<file path="src/rtl/wavegen_multi_axis.sv">
// wavegen_multi_axis: multi-channel AXI-Stream test-waveform generator.
// Time-interleaved saw/triangle/square/noise channels with tid/tuser/tlast.
//
// Ports:
//   aclk, aresetn           clock, async active-low reset
//   en                      generator enable
//   cfg_we/cfg_addr/wdata   config write, addr = {channel, sel[1:0]}
//   tdata/tvalid/tready_m   stream sample handshake
//   tid_m_o                 channel of the current beat
//   tuser_m_o / tlast_m_o   first / last beat of a frame
module wavegen_multi_axis #(
   parameter int          DW        = 16,
   parameter int          PW        = 32,
   parameter int          CH        = 2,
   parameter int          FRAME_LEN = 1024,
   parameter logic [31:0] LFSR_SEED = 32'h1,
   localparam int         CHW       = (CH > 1) ? $clog2(CH) : 1
) (
   input  logic           aclk,
   input  logic           aresetn,
   input  logic           en,
   input  logic           cfg_we,
   input  logic [CHW+1:0] cfg_addr,
   input  logic [31:0]    cfg_wdata,
   output logic [DW-1:0]  tdata_m_o,
   output logic           tvalid_m_o,
   input  logic           tready_m_i,
   output logic [CHW-1:0] tid_m_o,
   output logic           tuser_m_o,
   output logic           tlast_m_o
);

   localparam int SW = (FRAME_LEN > 1) ? $clog2(FRAME_LEN) : 1;
   localparam logic [DW-1:0] MSB = {1'b1, {(DW-1){1'b0}}};

   logic [PW-1:0]  phase [CH];
   logic [PW-1:0]  inc   [CH];
   logic [1:0]     mode  [CH];
   logic [31:0]    lfsr;
   logic [31:0]    lfsr_nx;
   logic [CHW-1:0] ch_idx;
   logic [SW-1:0]  set_cnt;

   logic           load;
   logic [CHW-1:0] wch;
   logic [1:0]     wsel;
   logic           wok;
   logic [DW-1:0]  p;
   logic [DW-1:0]  sh;
   logic [DW-1:0]  tri_v;
   logic [DW-1:0]  smp;
   logic [1:0]     cur_md;
   logic           first;
   logic           last;

   // The output register reloads whenever it is empty or being drained.
   assign load = en && (!tvalid_m_o || tready_m_i);

   assign wsel = cfg_addr[1:0];
   assign wch  = cfg_addr[CHW+1:2];
   assign wok  = cfg_we && (32'(wch) < CH);

   assign first = (ch_idx == '0) && (set_cnt == '0);
   assign last  = (ch_idx == CHW'(CH-1)) &&
                  (set_cnt == SW'(FRAME_LEN-1));

   // Galois LFSR, x^32 + x^22 + x^2 + x + 1
   assign lfsr_nx = {1'b0, lfsr[31:1]} ^
                    (lfsr[0] ? 32'h8020_0003 : 32'h0);

   always_comb begin
      p      = '0;
      cur_md = '0;
      for (int k = 0; k < CH; k++) begin
         if (ch_idx == CHW'(k)) begin
            p      = phase[k][PW-1 -: DW];
            cur_md = mode[k];
         end
      end
      sh    = {p[DW-2:0], 1'b0};
      tri_v = p[DW-1] ? ~sh : sh;
      case (cur_md)
         2'd0:    smp = p ^ MSB;
         2'd1:    smp = tri_v ^ MSB;
         2'd2:    smp = p[DW-1] ? MSB : ~MSB;
         default: smp = lfsr[DW-1:0];
      endcase
   end

   always_ff @(posedge aclk or negedge aresetn) begin
      if (!aresetn) begin
         tvalid_m_o <= 1'b0;
         tdata_m_o  <= '0;
         tid_m_o    <= '0;
         tuser_m_o  <= 1'b0;
         tlast_m_o  <= 1'b0;
         ch_idx     <= '0;
         set_cnt    <= '0;
         lfsr       <= LFSR_SEED;
      end else begin
         if (load) begin
            tvalid_m_o <= 1'b1;
            tdata_m_o  <= smp;
            tid_m_o    <= ch_idx;
            tuser_m_o  <= first;
            tlast_m_o  <= last;
            // counters point at the next beat to load
            if (ch_idx == CHW'(CH-1)) begin
               ch_idx <= '0;
               if (set_cnt == SW'(FRAME_LEN-1))
                  set_cnt <= '0;
               else
                  set_cnt <= set_cnt + 1'b1;
            end else begin
               ch_idx <= ch_idx + 1'b1;
            end
            if (cur_md == 2'd3)
               lfsr <= lfsr_nx;
         end else if (tready_m_i) begin
            tvalid_m_o <= 1'b0;
         end
      end
   end

   always_ff @(posedge aclk or negedge aresetn) begin
      if (!aresetn) begin
         for (int k = 0; k < CH; k++) begin
            phase[k] <= '0;
            inc[k]   <= '0;
            mode[k]  <= '0;
         end
      end else begin
         for (int k = 0; k < CH; k++) begin
            // a phase load beats the advance on the same edge
            if (wok && wch == CHW'(k) && wsel == 2'd2)
               phase[k] <= PW'(cfg_wdata);
            else if (load && ch_idx == CHW'(k))
               phase[k] <= phase[k] + inc[k];
            if (wok && wch == CHW'(k) && wsel == 2'd0)
               inc[k] <= PW'(cfg_wdata);
            if (wok && wch == CHW'(k) && wsel == 2'd1)
               mode[k] <= cfg_wdata[1:0];
         end
      end
   end

endmodule

</file>
<file path="config.mk">
export PLATFORM = sky130hd
export DESIGN_NAME = wavegen_multi_axis
export DESIGN_NICKNAME = d
export VERILOG_FILES = /design/src/rtl/wavegen_multi_axis.sv
export SDC_FILE = /design/constraint.sdc
export NUM_CORES = 1
export LEC_CHECK = 0
export CAP_MARGIN = 40
export CORE_MARGIN = 2
export CORE_UTILIZATION = 60
export DETAILED_ROUTE_END_ITERATION = 10
export GPL_ROUTABILITY_DRIVEN = 0
export PLACE_DENSITY = 0.8
export SLEW_MARGIN = 15
export SYNTH_ARGS = -nofsm -noshare
export SYNTH_HDL_FRONTEND = slang
export SYNTH_SLANG_ARGS = --single-unit
</file>
<file path="constraint.sdc">
create_clock -name aclk -period 2.82 [get_ports aclk]
set_input_delay 0.564 -clock aclk [delete_from_list [all_inputs] [get_ports aclk]]
set_output_delay 0.564 -clock aclk [all_outputs]
set_load 0.005 [all_outputs]
</file>
Yosys cells after proc, flatten, opt, wreduce, memory -nomap -nowiden
Index checks and enable logic that the tools add are counted.
{ "totals": {"ff_bits": 195, "in_bits": 40, "out_inout_bits": 20, "wordCells": 67} }
{ "classes": {"add_sub_neg": 4, "n_eq_ne": 6, "mux": 14, "bitwise": 6, "reduce_logical": 23} }
{ "ops": {"columns": ["operator", "n"], "rows": [
  ["2-to-1 mux 32 bit", 5],
  ["adder 32 bit", 2],
  ["2-to-1 mux 16 bit", 3],
  ["one-hot mux 16 bit (3 select lines)", 1],
  ["bitwise XOR 31 x 32 -> 32 bit", 1],
  ["inverter 16 bit", 1],
  ["logical AND 1 bit", 13],
  ["adder 10 x 1 -> 10 bit, second input constant", 1],
  ["equality test 10 bit, second input constant", 1],
  ["zero test 10 bit", 1],
  ["2-to-1 mux 10 bit", 1],
  ["equality test 2 bit, second input constant", 3],
  ["nonzero test 2 bit", 3],
  ["equality test 2 x 1 -> 1 bit, second input constant", 2],
  ["zero test 2 bit", 2],
  ["inverter 1 bit", 4],
  ["AND reduction 2 bit", 2],
  ["2-to-1 mux 1 bit", 3],
  ["2-to-1 mux 2 bit", 1],
  ["adder 1 bit, second input constant", 1],
  ["zero test 1 bit", 1],
  ["logical OR 1 bit", 1]
]} }

Depth between registers and ports, before layout
Gate-level depths: netlist (run 1).
{ "depth": {"ltp_word": 6, "depth_mapped": 10, "mapped_depth_nobuf": 10} }

Least setup slack after synthesis (run 1)
OpenSTA, ideal clock, no wires.
{ "synth_timing": {"path_type": "register to register", "from": "reg phase[0] (netlist name)", "to": "reg phase[14] (netlist name)", "setup_ps": 82, "arrival_time_ps": 2481, "required_time_ps": 2738, "path_slack_ps": 257, "path_stages_with_launch": 11, "n_path_buf": 0, "synth_period_minus_slack_ps": 2563, "path_cell_list": "dfrtp_1 -> ha_1 -> fa_1 -> a21oi_1 -> nor2_1 -> a211o_1 -> and4_1 -> o21a_1 -> o21ai_1 -> mux2_1 -> a31oi_1"} }
{ "synth_between": {"elab_chain_cells": 3} }
{ "synth_lines": {"columns": ["element", "line_no", "rtl"], "rows": [
  ["start, declared", "36", "logic [PW-1:0] phase [CH];"],
  ["start signal, assigned by index", "136", "phase[k] <= PW'(cfg_wdata);"],
  ["start signal, assigned by index", "138", "phase[k] <= phase[k] + inc[k];"],
  ["adder 32 bit", "138", null],
  ["2-to-1 mux 32 bit", "137", "else if (load && ch_idx == CHW'(k))"],
  ["2-to-1 mux 32 bit", "135", "if (wok && wch == CHW'(k) && wsel == 2'd2)"]
]} }
No other way between the ends. The select of a mux whose other input is x is not followed.
A chain may end at the register's enable or synchronous reset.

Worst setup path after layout (run 1)
Ends and elaborated chain as after synthesis.

==> reports/metrics.yaml, run 1 <==
syn_area_per_cell_um2: 9.16
numCtsBuffers: 17
critPathKind: "flip-flop to flip-flop"
synth_ff_type: "dfrtp_1"
drtPass1Iterations: 5
cts.path.max_buffers: 2
synthArstFlopShare_pct: 100
cp_max_fo: 5
routedWlPerCell_um: 18.2
htree_levels: 4
ys_seq_area_share_pct: 41.2
hold_viol_final: 0
worstHoldPathType: "input port to async pin"
cts_hold_buffers: 0
start_util_pct: 61.1
cp.required_ps: 3190
report.final.slew_viol_count: 0
yosysTopAreaCell: "dfrtp_1"
antenna_left: 0
dp_hpwl_mm: 21.2
yosysMostFrequentCell: "nand2_1"
grt-ovfl-total: 0
cts_sinks: 195
die_y_um: 145
num_antenna_cells: 0
p_per_area_mw_per_mm2: 1050
crit_arrival_ps: 3060
syn_inst: 1293
grtUsageTotal_pct: 29.8
first_global_vias: 9789
synth-edff-count: 0
synth.top_cells.by_count: "nand2_1 (227), dfrtp_1 (194), a21oi_1 (110)"
hold-worst-slack_ps: 78.8
viasPerCell: 6.21
max_slew_margin_pct: 49.4
core_area_mm2: 0.0194
ir_worst_vdd_uv: 662
status: "finished, final reports clean"
max_slew.worst_pin.slew_ps: 744
dieArea_mm2: 0.0209
grt_antenna_before_repair: 0
dp_slack_ps: 70.8
cts_setup_buffers: 0
critPathLaunchType: "flip-flop"
fin_area_mm2: 0.0135
io_buffers: 59
place_area_mm2: 0.0129
max_freq_mhz: 371
fin_crit_ps: 2700
cts_resized: 0
synth_fp_nets: 1399
synth_seq_cells: 195
num_io_pins: 60
fillers: 1536
setup_ws_ps: 122
rows: 51
root_buffer: "clkbuf_16"
p_leak_nw: 6.06
num_vias: 10100
grt_pass1_wl_mm: 48.6
drc: 0
ys_types: 76
synth_top_area_share_pct: 41.0
drive_above_1_share_pct: 12.8
rsz0062_at_grt: "yes"
drt_iter0_markers: 660
max_cap_viol_count: 0
layout_worst_path_cycle_share_pct: 95.7
grt_max_degree: 61
cp-end-kind: "flip-flop"
finalSetupViolCount: 0
die_w_um: 145
clk_pin_slew_ps: 80
final_util_pct: 69.4
syn_to_final_growth_pct: 13.6
finalClockSkew_ps: 11.5
nets: 1449
synth_area_leaders: "dfrtp_1 (41%), nand2_1 (7.2%), ha_1 (6.8%)"
synthesis.area_mm2: 0.0119
clock_latency_ps: 450
wirelength_mm: 29.5
yosys_warnings: 0
cts_tree: "yes"
fin_setup_tns_ps: 0
worst max-delay path, stage by stage (launching register included):
cell and delay [ps]:
dfrtp_1 390, ha_2 220, fa_2 360, a21oi_2 160, nor2_1 90, a211o_1 360, and4_1 230, o21a_1 180
o21ai_1 130, mux2_1 340, a31oi_1 160
cells in the final DEF (no fill, tap or decap), types with 4 or more instances in the layout:
master / n
buf_12: 6
or2_2: 4
a211oi_2: 4
o21ai_1: 17
a21oi_1: 109
o21a_1: 10
nor2_2: 5
a21o_1: 25
nand4_1: 12
mux2_2: 69
nand3_1: 24
nor2b_1: 6
nand2_1: 227
inv_6: 5
clkbuf_16: 17
and3_1: 21
clkinv_4: 4
xnor2_1: 38
nand2b_1: 8
o211ai_1: 20
nor3_1: 20
a211oi_1: 10
o21ai_0: 55
xor2_1: 31
buf_4: 28
o21bai_1: 8
or3_1: 4
a22oi_1: 17
ha_1: 63
mux2i_1: 23
inv_1: 14
clkdlybuf4s50_1: 58
nor2_1: 92
a211o_1: 4
a31oi_1: 27
dfrtp_1: 194
power breakdown:
group / internal, mW / leakage (nW) / total [mW] / switching [mW]
logic: 3.26 / 3.35 / 7.36 / 4.10
registers: 3.68 / 2.43 / 4.36 / 0.686
clock network: 1.25 / 0.280 / 2.42 / 1.17
through the flow:
stage	total power, mW	instances
after detailed placement	11.5	1589
after CTS	14.0	1621
after global placement	11.3	1589
final	14.1	1621
after floorplan	9.77	1293
after global routing	15.2	1621
sequential cells by signal, indices dropped and copies added, names as in the netlist, 4 cells and up:
signal     flops
lfsr          32
tdata_m_o     16
phase         64
mode           4
set_cnt       10
inc           64
metal layers:
metal	GRT usage (%)	vias up	wire length [um]
met1	37.8	4901	12500
met4	15.3	0	1490
met5	0	-	0
met2	49.8	345	14200
li1	-	4730	-
met3	4.11	83	1370
kinds of logic (layout without fill, tap and decap cells):
| family | Yosys count | in the layout | synth area share [%] |
|---|---|---|---|
| AND/OR/NAND/NOR | 450 | 450 | 16.8 |
| AO/OA/AOI/OAI | 343 | 343 | 18.3 |
| flip-flops | 195 | 195 | 41.2 |
| multiplexers | 94 | 94 | 8.71 |
| buffers and inverters | 76 | 139 | 2.81 |
| XOR/XNOR | 69 | 69 | 5.10 |
| adder cells (fa/ha/maj) | 66 | 66 | 7.10 |
path summary, 6_finish.rpt:
check,slack [ps],depth (start not counted),end,from
max,120,10,phase[14],phase[0]
min,80,1,lfsr[27],aresetn
max reg2reg,120,10,phase[14],phase[0]
min reg2reg,470,2,lfsr[22],lfsr[23]
max in group asynchronous,1990,2,tdata_m_o[13],aresetn
min in group aclk,470,2,lfsr[22],lfsr[23]
layout make-up:
| type | instances | area, um2 | share of cell area (%) |
|---|---|---|---|
| clock buffers | 18 | 429 | 3.19 |
| clock inverters | 14 | 144 | 1.07 |
| inverters | 14 | 52.6 | 0.390 |
| multi-input cells | 1022 | 6700 | 49.8 |
| flip-flops and latches | 195 | 4880 | 36.3 |
| well taps | 265 | 332 | 2.46 |
| repair buffers | 93 | 925 | 6.87 |
(Power assumes the default switching activity.)
==> inputs of run 2 (changes only) <==
--- a/config.mk
+++ b/config.mk
@@ -10,7 +10,7 @@
 export CORE_UTILIZATION = 60
 export DETAILED_ROUTE_END_ITERATION = 10
 export GPL_ROUTABILITY_DRIVEN = 0
-export PLACE_DENSITY = 0.8
+export PLACE_DENSITY = 0.89
 export SLEW_MARGIN = 15
 export SYNTH_ARGS = -nofsm -noshare
 export SYNTH_HDL_FRONTEND = slang
==> reports/metrics.yaml, run 2 (synthesis results as in run 1) <==
status: "finished, final reports clean"
wirelength_mm: 30.3
core_area_mm2: 0.0194
finalSetupViolCount: 0
antenna_left: 0
critPathKind: "flip-flop to flip-flop"
critical_path.top_delay_family: "compound AO/OA/AOI/OAI gates"
cp-end-kind: "flip-flop"
hold-worst-slack_ps: 136
nets: 1445
final_common_cell: "nand2_1"
grt_antenna_before_repair: 0
p_seq_share_pct: 30.6
grt_max_degree: 72
switchingPower_mw: 6.03
multiInputGateArea_mm2: 0.00670
max_stage_delay_ps: 390
grtUsageTotal_pct: 30.1
setup_ws_ps: 118
ir_worst_vdd_uv: 752
grt-ovfl-total: 0
cp_max_fo: 6
cp_num_buf_inv: 0
cpMostUsedCell: "a21oi_1"
cts_sinks: 195
hold_viol_final: 0
critical_path_cell_count: 9
finalClockSkew_ps: 9.29
power.share.clock_pct: 16.7
fillers: 1425
worstReg2RegStart: "phase[10]"
layout_worst_path_cycle_share_pct: 95.8
register_area_mm2: 0.00488
final_cell_mix: "nand2_1 (227), dfrtp_1 (194), a21oi_1 (107)"
first_global_vias: 9836
routedWlPerCell_um: 18.8
cp.required_ps: 3180
viasPerCell: 6.26
clk_pin_slew_ps: 70
drive_above_1_share_pct: 12.6
die_w_um: 145
dp_hpwl_mm: 21.2
cp-startpoint: "phase[10]"
drt_iter0_markers: 855
io_buffers: 59
reg2reg_slack_ps: 120
numCtsBuffers: 17
drc: 0
start_util_pct: 61.1
num_io_pins: 60
swShare_pct: 42.2
rsz0062_at_grt: "yes"
worstHoldPathType: "input port to async pin"
power_frac_comb_pct: 52.7
cts_tree: "yes"
clock_latency_ps: 440
htree_levels: 4
crit_arrival_ps: 3060
power.internal_mw: 8.24
num_vias: 10100
p_leak_nw: 6.04
max_slew.worst_pin.slew_ps: 875
report.final.slew_viol_count: 0
max_cap_viol_count: 0
dieArea_mm2: 0.0209
root_buffer: "clkbuf_16"
endpoint: "phase[27]"
fin_crit_ps: 2700
drtPass1Iterations: 5
p_per_area_mw_per_mm2: 1060
syn_to_final_growth_pct: 13.3
cts_hold_buffers: 0
num_antenna_cells: 0
grt_pass1_wl_mm: 48.9
fin_setup_tns_ps: 0
critPathLaunchType: "flip-flop"
rows: 51
final_util_pct: 69.2
die_y_um: 145
dp_slack_ps: 85.0
max_freq_mhz: 370
cpMaxStageDelayCell: "ha_1"
reg2reg_to: "phase[27]"
max_slew_margin_pct: 41.5
path_cells: "ha_1, a21oi_1, o21a_1, a2bb2oi_1, nand3_1, a31oi_1, xnor2_1, nand2_1, a21oi_1"
reg_top3: "inc: 64 flops, phase: 64 flops, lfsr: 32 flops"
reg2regPathDepth: 9
cts.path.max_buffers: 2
==> run 2: cell count changes in the layout (fill, tap and decap cells not counted), moves of 2 or more <==
cell,before,now
clkinv_4,4,1
clkbuf_8,1,4
buf_4,28,24
inv_8,2,0
a21oi_1,109,107
a21oi_2,1,3
==> run 2: area by class of cell <==
class / instances / share of cell area (%)
clock buffers: 22 / 3.53
multi-input cells: 1022 / 49.9
repair buffers: 89 / 6.66
inverters: 14 / 0.391
clock inverters: 10 / 0.736
flip-flops and latches: 195 / 36.3
well taps: 265 / 2.47
==> run 2: worst min path at each step <==
stage,slack (ps),cells past startpoint,endpoint
6_report,140,1,lfsr[18]
5_1_grt,170,1,lfsr[18]
4_1_cts,160,1,lfsr[18]
3_5_place_dp,450,2,lfsr[22]
3_3_place_gp,450,2,lfsr[18]
2_1_floorplan,270,0,ch_idx
==> run 2: through the flow <==
stage,power (mW),std cells,cell area (um2)
after global placement,11.2,1584,12800
after floorplan,9.77,1293,11900
after global routing,15.2,1617,13400
final,14.3,1617,13400
after CTS,14.1,1616,13400
after detailed placement,11.5,1584,12800
==> run 2: power groups by stage <==
| stage | clock network, mW | logic, mW | registers (mW) |
|---|---|---|---|
| after floorplan | 0 | 5.60 | 4.17 |
| after global placement | 0 | 6.90 | 4.33 |
| after detailed placement | 0 | 7.15 | 4.38 |
| after CTS | 2.40 | 7.32 | 4.34 |
| after global routing | 2.53 | 8.26 | 4.44 |
| final | 2.39 | 7.52 | 4.36 |
==> run 2: repair_timing <==
| item | in CTS | in global routing |
|---|---|---|
| gates resized for setup | 0 | 7 |
| setup buffers | 0 | 1 |
| endpoints found under the setup margin | 0 | 14 |
==> run 2: metal layers <==
metal  up-vias  GRT usage (%)  part of all wire (%)
li1       4727              -                     -
met1      4888           37.1                    40
met2       403           50.9                    48
met3        99           5.83                   6.5
met4         0           14.3                   4.8
met5         -              0                     0
==> run 2: worst register-to-register path, cell delays in order, from the launching register on <==
cell	delay [ps]
dfrtp_1	380
ha_1	390
a21oi_1	260
o21a_1	250
a2bb2oi_1	360
nand3_1	210
a31oi_1	320
xnor2_1	190
nand2_1	100
a21oi_1	160
==> inputs of run 3 (changes only) <==
==> constraint.sdc (replaced) <==
create_clock -name aclk -period 2.82 [get_ports aclk]
set_input_delay 0.423 -clock aclk [delete_from_list [all_inputs] [get_ports aclk]]
set_output_delay 0.423 -clock aclk [all_outputs]
set_load 0.005 [all_outputs]
==> reports/metrics.yaml, run 3 (synthesis results as in run 1) <==
io_buffers: 59
drtPass1Iterations: 6
reg2reg_to: "phase[25]"
switchingPower_mw: 6.15
finalSetupViolCount: 0
fin_crit_ps: 2700
drive_above_1_share_pct: 12.5
power.share.clock_pct: 18.4
ir_worst_vdd_uv: 618
num_io_pins: 60
worstReg2RegStart: "phase[1]"
max_slew_margin_pct: 42.0
crit_arrival_ps: 3060
clock_latency_ps: 460
rsz0062_at_grt: "yes"
fillers: 1399
grt-ovfl-total: 0
cts_tree: "yes"
nets: 1443
num_vias: 10400
routedWlPerCell_um: 19.4
die_y_um: 145
drt_iter0_markers: 970
syn_to_final_growth_pct: 13.4
grt_max_degree: 92
htree_levels: 4
max_slew.worst_pin.slew_ps: 867
cp.required_ps: 3180
final_cell_mix: "nand2_1 (227), dfrtp_1 (194), a21oi_1 (108)"
max_freq_mhz: 370
core_area_mm2: 0.0194
hold_viol_final: 0
p_leak_nw: 6.05
report.final.slew_viol_count: 0
cp_max_fo: 5
final_common_cell: "nand2_1"
swShare_pct: 42.0
grt_antenna_before_repair: 0
first_global_vias: 10200
cts_sinks: 195
clk_pin_slew_ps: 70
grt_pass1_wl_mm: 51.2
cp-end-kind: "flip-flop"
fin_area_mm2: 0.0134
drc: 0
p_seq_share_pct: 30.0
max_cap_viol_count: 0
reg2reg_slack_ps: 120
grtUsageTotal_pct: 31.4
num_antenna_cells: 0
reg2regPathDepth: 9
start_util_pct: 61.1
dp_hpwl_mm: 21.3
viasPerCell: 6.41
finalPower_mw: 14.6
hold-worst-slack_ps: 35.0
rows: 51
die_w_um: 145
power_frac_comb_pct: 51.6
fin_setup_tns_ps: 0
wirelength_mm: 31.3
root_buffer: "clkbuf_16"
cts.path.max_buffers: 2
status: "finished, final reports clean"
layout_worst_path_cycle_share_pct: 95.9
numCtsBuffers: 17
antenna_left: 0
power.internal_mw: 8.50
reg_top3: "inc: 64 flops, phase: 64 flops, lfsr: 32 flops"
dieArea_mm2: 0.0209
critPathLaunchType: "flip-flop"
p_per_area_mw_per_mm2: 1090
place_area_mm2: 0.0127
worstHoldPathType: "input port to async pin"
critPathKind: "flip-flop to flip-flop"
finalClockSkew_ps: 9.42
## run 3: cell types whose count changed in the layout (fill, tap and decap cells not counted), moves of 2 or more
cell       before  now
clkinv_2        2    0
buf_4          24   27
buf_12          6    1
bufinv_16       1    4
## run 3: power by group through the flow
stage | Sequential [mW] | Clock, mW | Combinational [mW]
2_1_floorplan | 4.17 | 0 | 5.60
3_3_place_gp | 4.34 | 0 | 6.87
3_5_place_dp | 4.41 | 0 | 7.13
4_1_cts | 4.36 | 2.71 | 7.32
5_1_grt | 4.47 | 2.83 | 8.35
6_report | 4.39 | 2.69 | 7.56
## run 3: layer usage
| layer | GRT usage (%) | vias to the layer above | routed length (um) |
|---|---|---|---|
| met2 | 52.3 | 471 | 15000 |
| met4 | 17.6 | 0 | 1820 |
| met1 | 39.2 | 5052 | 12500 |
| met5 | 0 | - | 0 |
| met3 | 5.03 | 133 | 1970 |
| li1 | - | 4703 | - |
## run 3: area by class of cell
class	count	area (um2)	share of cell area (%)
multi-input combinational	1022	6710	49.9
sequential	195	4880	36.3
timing repair buffer	87	817	6.08
clock buffer	20	457	3.40
tap	265	332	2.47
clock inverter	12	191	1.42
inverter	14	52.6	0.391
## run 3: how the worst max path moves through the flow
| stage | start | end | slack (ps) | cells past startpoint |
|---|---|---|---|---|
| after floorplan | phase[0] | phase[14] | 260 | 10 |
| final | phase[1] | phase[25] | 120 | 9 |
| after global routing | phase[32] | phase[62] | -40 | 10 |
| after detailed placement | phase[0] | phase[14] | 90 | 10 |
| after CTS | phase[0] | phase[14] | 50 | 10 |
| after global placement | phase[0] | phase[14] | 150 | 10 |
## run 3: timing repair
item | in CTS | in global routing
gates resized for setup | 0 | 10
buffers inserted | 0 | 2
hold buffers | 0 | 0
setup endpoints to repair | 0 | 14
endpoints found under the hold margin | 0 | 0
## run 3: critical path, cell delays in order, from the launching register on
cell	delay, ps
dfrtp_1	430
ha_1	340
a211oi_2	250
o21bai_2	160
o21ai_2	220
o21ai_2	150
a211o_1	360
a41o_1	290
xnor2_1	140
a311oi_1	270
## run 3: per-stage QoR
stage,setup WS [ps],cells,utilization (%)
after floorplan,257,1293,-
after global placement,152,1581,65.7
after detailed placement,88.7,1581,65.7
after CTS,48.7,1613,69.0
after global routing,-39.9,1615,69.3
final,117,1615,69.3
